`config.mk`:
```
export PLATFORM = sky130hd
export DESIGN_NAME = alarm_controller
export DESIGN_NICKNAME = d
export VERILOG_FILES = /design/src/rtl/alarm_controller.sv
export SDC_FILE = /design/constraint.sdc
export NUM_CORES = 1
export LEC_CHECK = 0
export CAP_MARGIN = 20
export CORE_ASPECT_RATIO = 0.7
export CORE_MARGIN = 2
export CORE_UTILIZATION = 45
export CTS_BUF_LIST = sky130_fd_sc_hd__clkbuf_8
export CTS_CLUSTER_DIAMETER = 200
export CTS_CLUSTER_SIZE = 28
export DETAILED_ROUTE_END_ITERATION = 12
export PLACE_DENSITY = 0.76
export SYNTH_ARGS = -nofsm -noshare
export SYNTH_HDL_FRONTEND = slang
export SYNTH_SLANG_ARGS = --single-unit
export TNS_END_PERCENT = 20
```
`constraint.sdc`:
```
create_clock -name clk_1Hz -period 1.8 [get_ports clk_1Hz]
set_input_delay 0.18 -clock clk_1Hz [delete_from_list [all_inputs] [get_ports clk_1Hz]]
set_output_delay 0.18 -clock clk_1Hz [all_outputs]
set_load 0.05 [all_outputs]
```
`src/rtl/alarm_controller.sv`:
```
// alarm_controller: daily alarm FSM with ring timeout, snooze retarget and validated alarm loading
module alarm_controller #(
  parameter int RING_SECS   = 60,
  parameter int SNOOZE_MINS = 5
) (
  input  logic       clk_1Hz,
  input  logic       rst,
  input  logic [5:0] seconds,
  input  logic [5:0] minutes,
  input  logic [4:0] hours,
  input  logic       alarm_en,
  input  logic       alarm_set,
  input  logic [4:0] set_hours,
  input  logic [5:0] set_minutes,
  input  logic       snooze,
  input  logic       stop,
  output logic       alarm_on,
  output logic [4:0] alarm_hours,
  output logic [5:0] alarm_minutes,
  output logic [1:0] state,
  output logic       set_err
);
  typedef enum logic [1:0] {IDLE, ARMED, RINGING, SNOOZED} state_t;
  state_t cur, nxt;
  logic [7:0] ring_cnt, ring_nxt;
  logic [4:0] snz_h, snz_h_nxt;
  logic [5:0] snz_m, snz_m_nxt;
  logic [6:0] m_sum;
  logic at_alarm, at_snz, set_ok, ring_done;
  assign state     = cur;
  assign at_alarm  = seconds == 6'd0 && hours == alarm_hours && minutes == alarm_minutes;
  assign at_snz    = seconds == 6'd0 && hours == snz_h && minutes == snz_m;
  assign set_ok    = set_hours <= 5'd23 && set_minutes <= 6'd59;
  assign ring_done = ring_cnt == 8'(RING_SECS - 1);
  assign m_sum     = {1'b0, minutes} + 7'(SNOOZE_MINS);
  always_comb begin
    nxt       = cur;
    ring_nxt  = ring_cnt;
    snz_h_nxt = snz_h;
    snz_m_nxt = snz_m;
    if (!alarm_en) nxt = IDLE;
    else case (cur)
      IDLE:    nxt = ARMED;
      ARMED:   if (at_alarm) begin nxt = RINGING; ring_nxt = 8'd0; end
      RINGING: if (stop) nxt = ARMED;
        else if (snooze) begin
          nxt       = SNOOZED;
          snz_m_nxt = m_sum >= 7'd60 ? 6'(m_sum - 7'd60) : m_sum[5:0];
          snz_h_nxt = m_sum < 7'd60 ? hours : hours == 5'd23 ? 5'd0 : hours + 5'd1;
        end
        else if (ring_done) nxt = ARMED;
        else ring_nxt = ring_cnt + 8'd1;
      SNOOZED: if (stop) nxt = ARMED;
        else if (at_snz) begin nxt = RINGING; ring_nxt = 8'd0; end
    endcase
  end
  always_ff @(posedge clk_1Hz or posedge rst) begin
    if (rst) begin
      cur           <= IDLE;
      alarm_on      <= 1'b0;
      ring_cnt      <= 8'd0;
      snz_h         <= 5'd0;
      snz_m         <= 6'd0;
      alarm_hours   <= 5'd0;
      alarm_minutes <= 6'd0;
      set_err       <= 1'b0;
    end else begin
      cur      <= nxt;
      alarm_on <= nxt == RINGING;
      ring_cnt <= ring_nxt;
      snz_h    <= snz_h_nxt;
      snz_m    <= snz_m_nxt;
      set_err  <= alarm_set && !set_ok;
      if (alarm_set && set_ok) begin
        alarm_hours   <= set_hours;
        alarm_minutes <= set_minutes;
      end
    end
  end
endmodule

```
Word level (Yosys, flattened, before mapping)
Cells that the tools add are included.
{"block": "totals", "output_inout_bits": 15, "ram_bits": 0, "regBits": 34, "word_cells": 64, "n_memories": 0, "mem_bits_ro": 0, "inputBits": 34, "latch_bits": 0}
{"block": "classes", "order_cmp": 4, "mul": 0, "reduce_logical": 13, "n_eq_ne": 16, "n_bitwise": 1, "n_addsub": 4, "div": 0, "mux": 18, "shift": 0}
{"op": "$mux W8", "count": 6}
{"op": "$pmux W8 S3", "count": 1}
{"op": "$mux W2", "count": 7}
{"op": "$eq A6 B6 Y1", "count": 2}
{"op": "$ne A2 B2 Y1 const B", "count": 6}
{"op": "$eq A5 B5 Y1", "count": 2}
{"op": "$mux W5", "count": 2}
{"op": "$add A8 B1 Y8 const B", "count": 1}
{"op": "$eq A8 B6 Y1 const B", "count": 1}
{"op": "$pmux W2 S4", "count": 1}
{"op": "$reduce_and A8 Y1", "count": 1}
{"op": "$add A6 B3 Y7 const B", "count": 1}
{"op": "$ge A7 B6 Y1 const B", "count": 1}
{"op": "$logic_and A1 B1 Y1", "count": 7}
{"op": "$lt A7 B6 Y1 const B", "count": 1}
{"op": "$eq A2 B2 Y1 const B", "count": 3}
{"op": "$le A6 B6 Y1 const B", "count": 1}
{"op": "$logic_not A6 Y1", "count": 1}
{"op": "$mux W6", "count": 1}
{"op": "$sub A6 B6 Y6 const B", "count": 1}
{"op": "$add A5 B1 Y5 const B", "count": 1}
{"op": "$eq A5 B5 Y1 const B", "count": 1}
{"op": "$le A5 B5 Y1 const B", "count": 1}
{"op": "$reduce_and A4 Y1", "count": 1}
{"op": "5 further kinds", "count": 5}

Longest topological paths before layout
{"block": "logic_depth", "word_depth": 8, "depth_mapped": 9, "depth_no_buf": 8}

Worst setup path after synthesis
OpenSTA, ideal clock, no wires.
{"block": "synth_timing", "path_kind": "flip-flop to flip-flop", "startpoint": "register cur[0], in the netlist state[0]", "endpoint": "register ring_cnt[2]", "setup_slack_ps": -354, "stages_incl_launch_ff": 6, "required_time_ps": 1656, "synth_period_minus_slack_ps": 2154, "path_buffers": 0, "t_arrival_ps": 2010, "setup_ps": 144, "path_cell_list": "dfrtp_1 > or4b_4 > nor4_2 > nand4_2 > a31oi_4 > a31oi_1"}
{"block": "synth_between", "elab_chain_len": 3, "elab_cells_between_ends": 12, "cone_classes": "eq/ne (9); mux (1); reduce/logical (2)"}
{"element": "from (decl)", "line": "24", "source": "state_t cur, nxt;"}
{"element": "from (signal assigned)", "line": "68", "source": "cur <= nxt;"}
{"element": "$eq A2 B2 Y1 or $eq A2 B1 Y1 (tied branches)", "line": "42", "source": "else case (cur)"}
{"element": "$ne A2 B2 Y1 (no line) or $reduce_bool A3 Y1 (tied branches)"}
{"element": "$reduce_and A8 Y1 (no line)"}
{"element": "to (signal assigned)", "line": "70", "source": "ring_cnt <= ring_nxt;"}
{"element": "to (decl)", "line": "25", "source": "logic [7:0] ring_cnt, ring_nxt;"}
Parallel ways exist; a longest one is shown, timed or not.
A chain may end at the register's enable or synchronous reset.

Worst setup path in the final report
{"block": "layout_timing", "startpoint": "register ring_cnt[1]", "endpoint": "register ring_cnt[7]"}
{"block": "layout_between", "elab_chain_len": 5, "elab_cells_between_ends": 8, "cone_classes": "add/sub (1); eq/ne (2); mux (4); reduce/logical (1)"}
{"element": "$add A8 B1 Y8", "line": "52", "source": "else ring_nxt = ring_cnt + 8'd1;"}
{"element": "$mux W8", "line": "51", "source": "else if (ring_done) nxt = ARMED;"}
{"element": "$mux W8", "line": "46", "source": "else if (snooze) begin"}
{"element": "$mux W8", "line": "45", "source": "RINGING: if (stop) nxt = ARMED;"}
{"element": "$pmux W8 S3", "line": "42"}
Parallel ways exist; a longest one is shown, timed or not. The select of a mux whose other input is x is not followed.

==> results.yml <==
yosys:
  yosys_warnings: 0
  synth_top_family_by_area: "simple AND/OR/NAND/NOR gates"
  async_flop_share: 1.000
  synthAdderAreaFrac: 0.02358
  synth_mux_area_frac: 0.08196
  yosys_register_bits: 34
  synth_area_um2: 2122
  synth-compound-area-share: 0.1633
  synth_edf_count: 0
  ys_types: 49
  synth_fp_nets: 257
  ys.flop_type: "dfrtp_1"
  synth-seq-area-share: 0.4009
  synth_xor_area_frac: 0.1114
  avgSynthCellArea_um2: 9.690
  postSynthCellCount: 219
  synthSimpleGateAreaFrac: 0.1910
global_route:
  grt_pass1_vias: 1984
  track_usage: 0.2386
  antenna_found_initial: 0
  grt_max_degree: 35
  grt_pass1_wl_um: 9591
  grt.overflow.total: 0
sta:
  final.setup_skew_ns: 0.004490
  worst_pin_slew_ns: 0.5201
  setup_ws_ns: -0.1397
  rsz0062_at_grt: "yes"
  min_period_ns: 1.940
  finalMaxSlewViolations: 0
  finalHoldViolCount: 0
  relSlewSlack: 0.6527
  fin_crit_sh: 1.078
  max_freq_mhz: 515.5
  setup_viol: 10
  finalSetupTns_ns: -0.8080
die:
  die_width_um: 86.08
  core_area_um2: 4429
  row_count: 20
  start_util: 0.4791
  dieArea_um2: 5290
  die_h_um: 61.46
  ios: 49
route:
  drt_pass1_iterations: 4
  wl_per_cell_um: 16.25
  ant_nets: 0
  drc: 0
  drt_iter0_markers: 159
  num_vias: 2044
  wl_um: 6078
  viasPerCell: 5.465
placement:
  dpl.hpwl_um: 4300
  place_area_um2: 3042
  gp_congestion: 0.9026
  post-place-ws_ns: -0.4418
  dp.cells: 363
  portBuffers: 48
clock_tree:
  cts_root_buf: "clkbuf_8"
  cts-htree-levels: 2
  clock_latency_ns: 0.29
  cts_buffers: 5
  cts.sinks: 34
  ctsLongestPathBuffers: 2
  path_clk_slew_ns: 0.08
  cts_tree: "done"
pwr:
  leakage_nw: 1.491
  max-vdd-ir-drop_uv: 485.5
  power.density_nw_per_um2: 635.1
  power_mw: 2.119
setup_path:
  arrival_ns: 2.11
  cp.required_ns: 1.97
  r2r_end: "ring_cnt[7]"
  rr_worst_depth: 8
  crit-reg2reg-launch: "ring_cnt[1]"
  path_class: "flip-flop to flip-flop"
  cp_max_fo: 6
  end_kind: "flip-flop"
  crit_slowest_cell: "or4b_4"
  startpoint_type: "flip-flop"
  cp_cell_sequence: "ha_4, or4b_4, o31ai_4, buf_6, nor4_4, buf_4, o22ai_2, nor2_1"
  max_stage_delay_ns: 0.49
  reg2reg_slack_ns: -0.14
layout:
  drive_gt1_frac: 0.3323
  seq_area_um2: 852.1
  syn_to_final_growth_pct: 57.19
  multiInputGateArea_um2: 1396
  design_area_um2: 3336
  final_cell_mix: "buf_4, clkdlybuf4s50_1, dfrtp_1"
  fillerInstances: 315
  finalNetCount: 356
  layout_commonest_cell: "buf_4"
  antenna_cells: 0
  stdcell_count: 374
status:
  status: "finished, violations left"
  violations: "setup timing"
run:
  cap_violations: 0
min_path:
  hp-class: "primary input to asynchronous set/reset pin"
## cell families (layout without fill, tap and decap cells)
group | after synthesis | in the layout
simple gates | 74 | 74
compound gates | 49 | 49
flops | 34 | 34
xor+xnor | 27 | 27
mux | 16 | 16
buf+inv | 15 | 115
fa+ha+maj | 4 | 4
## routing by layer
metal  vias up  GRT usage  part of all wire  wire, um
met5         -          0                 0         0
met3        10    0.06971             0.064       387
met2        73     0.3832              0.44      2689
li1        986          -                 -         -
met4         0    0.05669             0.015        91
met1       975     0.3234              0.48      2909
## cell usage after synthesis (2+ instances only)
master / number / area (um^2)
or4b_4: 2 / 27.53
nor3b_1: 3 / 22.52
nor2_1: 10 / 37.54
clkbuf_1: 9 / 33.78
nand2b_1: 4 / 25.02
a211oi_1: 2 / 15.01
mux2_2: 10 / 112.6
ha_1: 4 / 50.05
a41oi_1: 2 / 17.52
nand2_1: 22 / 82.58
nor3_1: 5 / 25.02
inv_1: 4 / 15.01
a31oi_1: 3 / 18.77
a21boi_1: 2 / 15.01
dfrtp_1: 34 / 850.8
a21o_1: 2 / 15.01
xnor2_1: 5 / 43.79
buf_2: 2 / 10.01
nand4_1: 4 / 25.02
and3_1: 2 / 12.51
o21ai_0: 2 / 10.01
nand3_1: 4 / 20.02
o22ai_1: 3 / 18.77
mux2i_1: 5 / 50.05
nor4_1: 7 / 43.79
or2_1: 2 / 12.51
xor2_1: 22 / 192.7
a21oi_1: 9 / 45.04
and2_1: 3 / 18.77
o21ai_1: 12 / 60.06
## critical path: cells and delay by family (launching register included)
family	cells	cell delay (ns)
AO/OA/AOI/OAI	2	0.37
adder cells (fa/ha/maj)	1	0.14
buffers and inverters	2	0.32
flip-flops	1	0.40
AND/OR/NAND/NOR	3	0.60
## metrics by stage
step / hold WS [ns] / util
after global routing: 0.3330 / 0.7531
after detailed placement: 0.4868 / 0.6867
after floorplan: 0.2747 / -
after global placement: 0.4787 / 0.6867
final: 0.2794 / 0.7531
after CTS: 0.2953 / 0.7229
## sequential cells by signal, indices dropped and copies added, names as in the netlist
register,flops
alarm_hours,5
alarm_minutes,6
alarm_on,1
ring_cnt,8
set_err,1
snz_h,5
snz_m,6
state,2
## area by class of cell
cell class	count	area share
Clock inverter	2	0.003751
Tap cell	55	0.02063
Sequential cell	34	0.2554
Timing Repair Buffer	103	0.2723
Clock buffer	6	0.02476
Multi-Input combinational cell	170	0.4186
Inverter	4	0.004501
## report_power, final
part           internal [mW]  leakage [nW]  switching, mW  total (mW)
combinational          0.313          1.00          0.345       0.658
clock                  0.308        0.0472          0.314       0.622
sequential             0.802         0.441         0.0361       0.838
## worst max-delay path by stage
stage                start          end  slack, ns  depth (start not counted)
2_1_floorplan     state[0]  ring_cnt[7]      -0.20                          5
3_3_place_gp    seconds[2]  ring_cnt[7]      -0.36                          7
3_5_place_dp    minutes[0]     snz_h[4]      -0.44                          7
4_1_cts        ring_cnt[1]  ring_cnt[7]      -0.15                          7
5_1_grt        ring_cnt[1]  ring_cnt[7]      -0.19                          8
6_report       ring_cnt[1]  ring_cnt[7]      -0.14                          8
## timing repair
item / CTS / global route
setup buffers: 1 / 2
setup endpoints to repair: 18 / 23
hold buffers: 0 / 0
hold endpoints to repair: 0 / 0
resized for setup: 13 / 26
pin swaps: 5 / 9
Note: power is estimated with default switching activity, not from simulation.
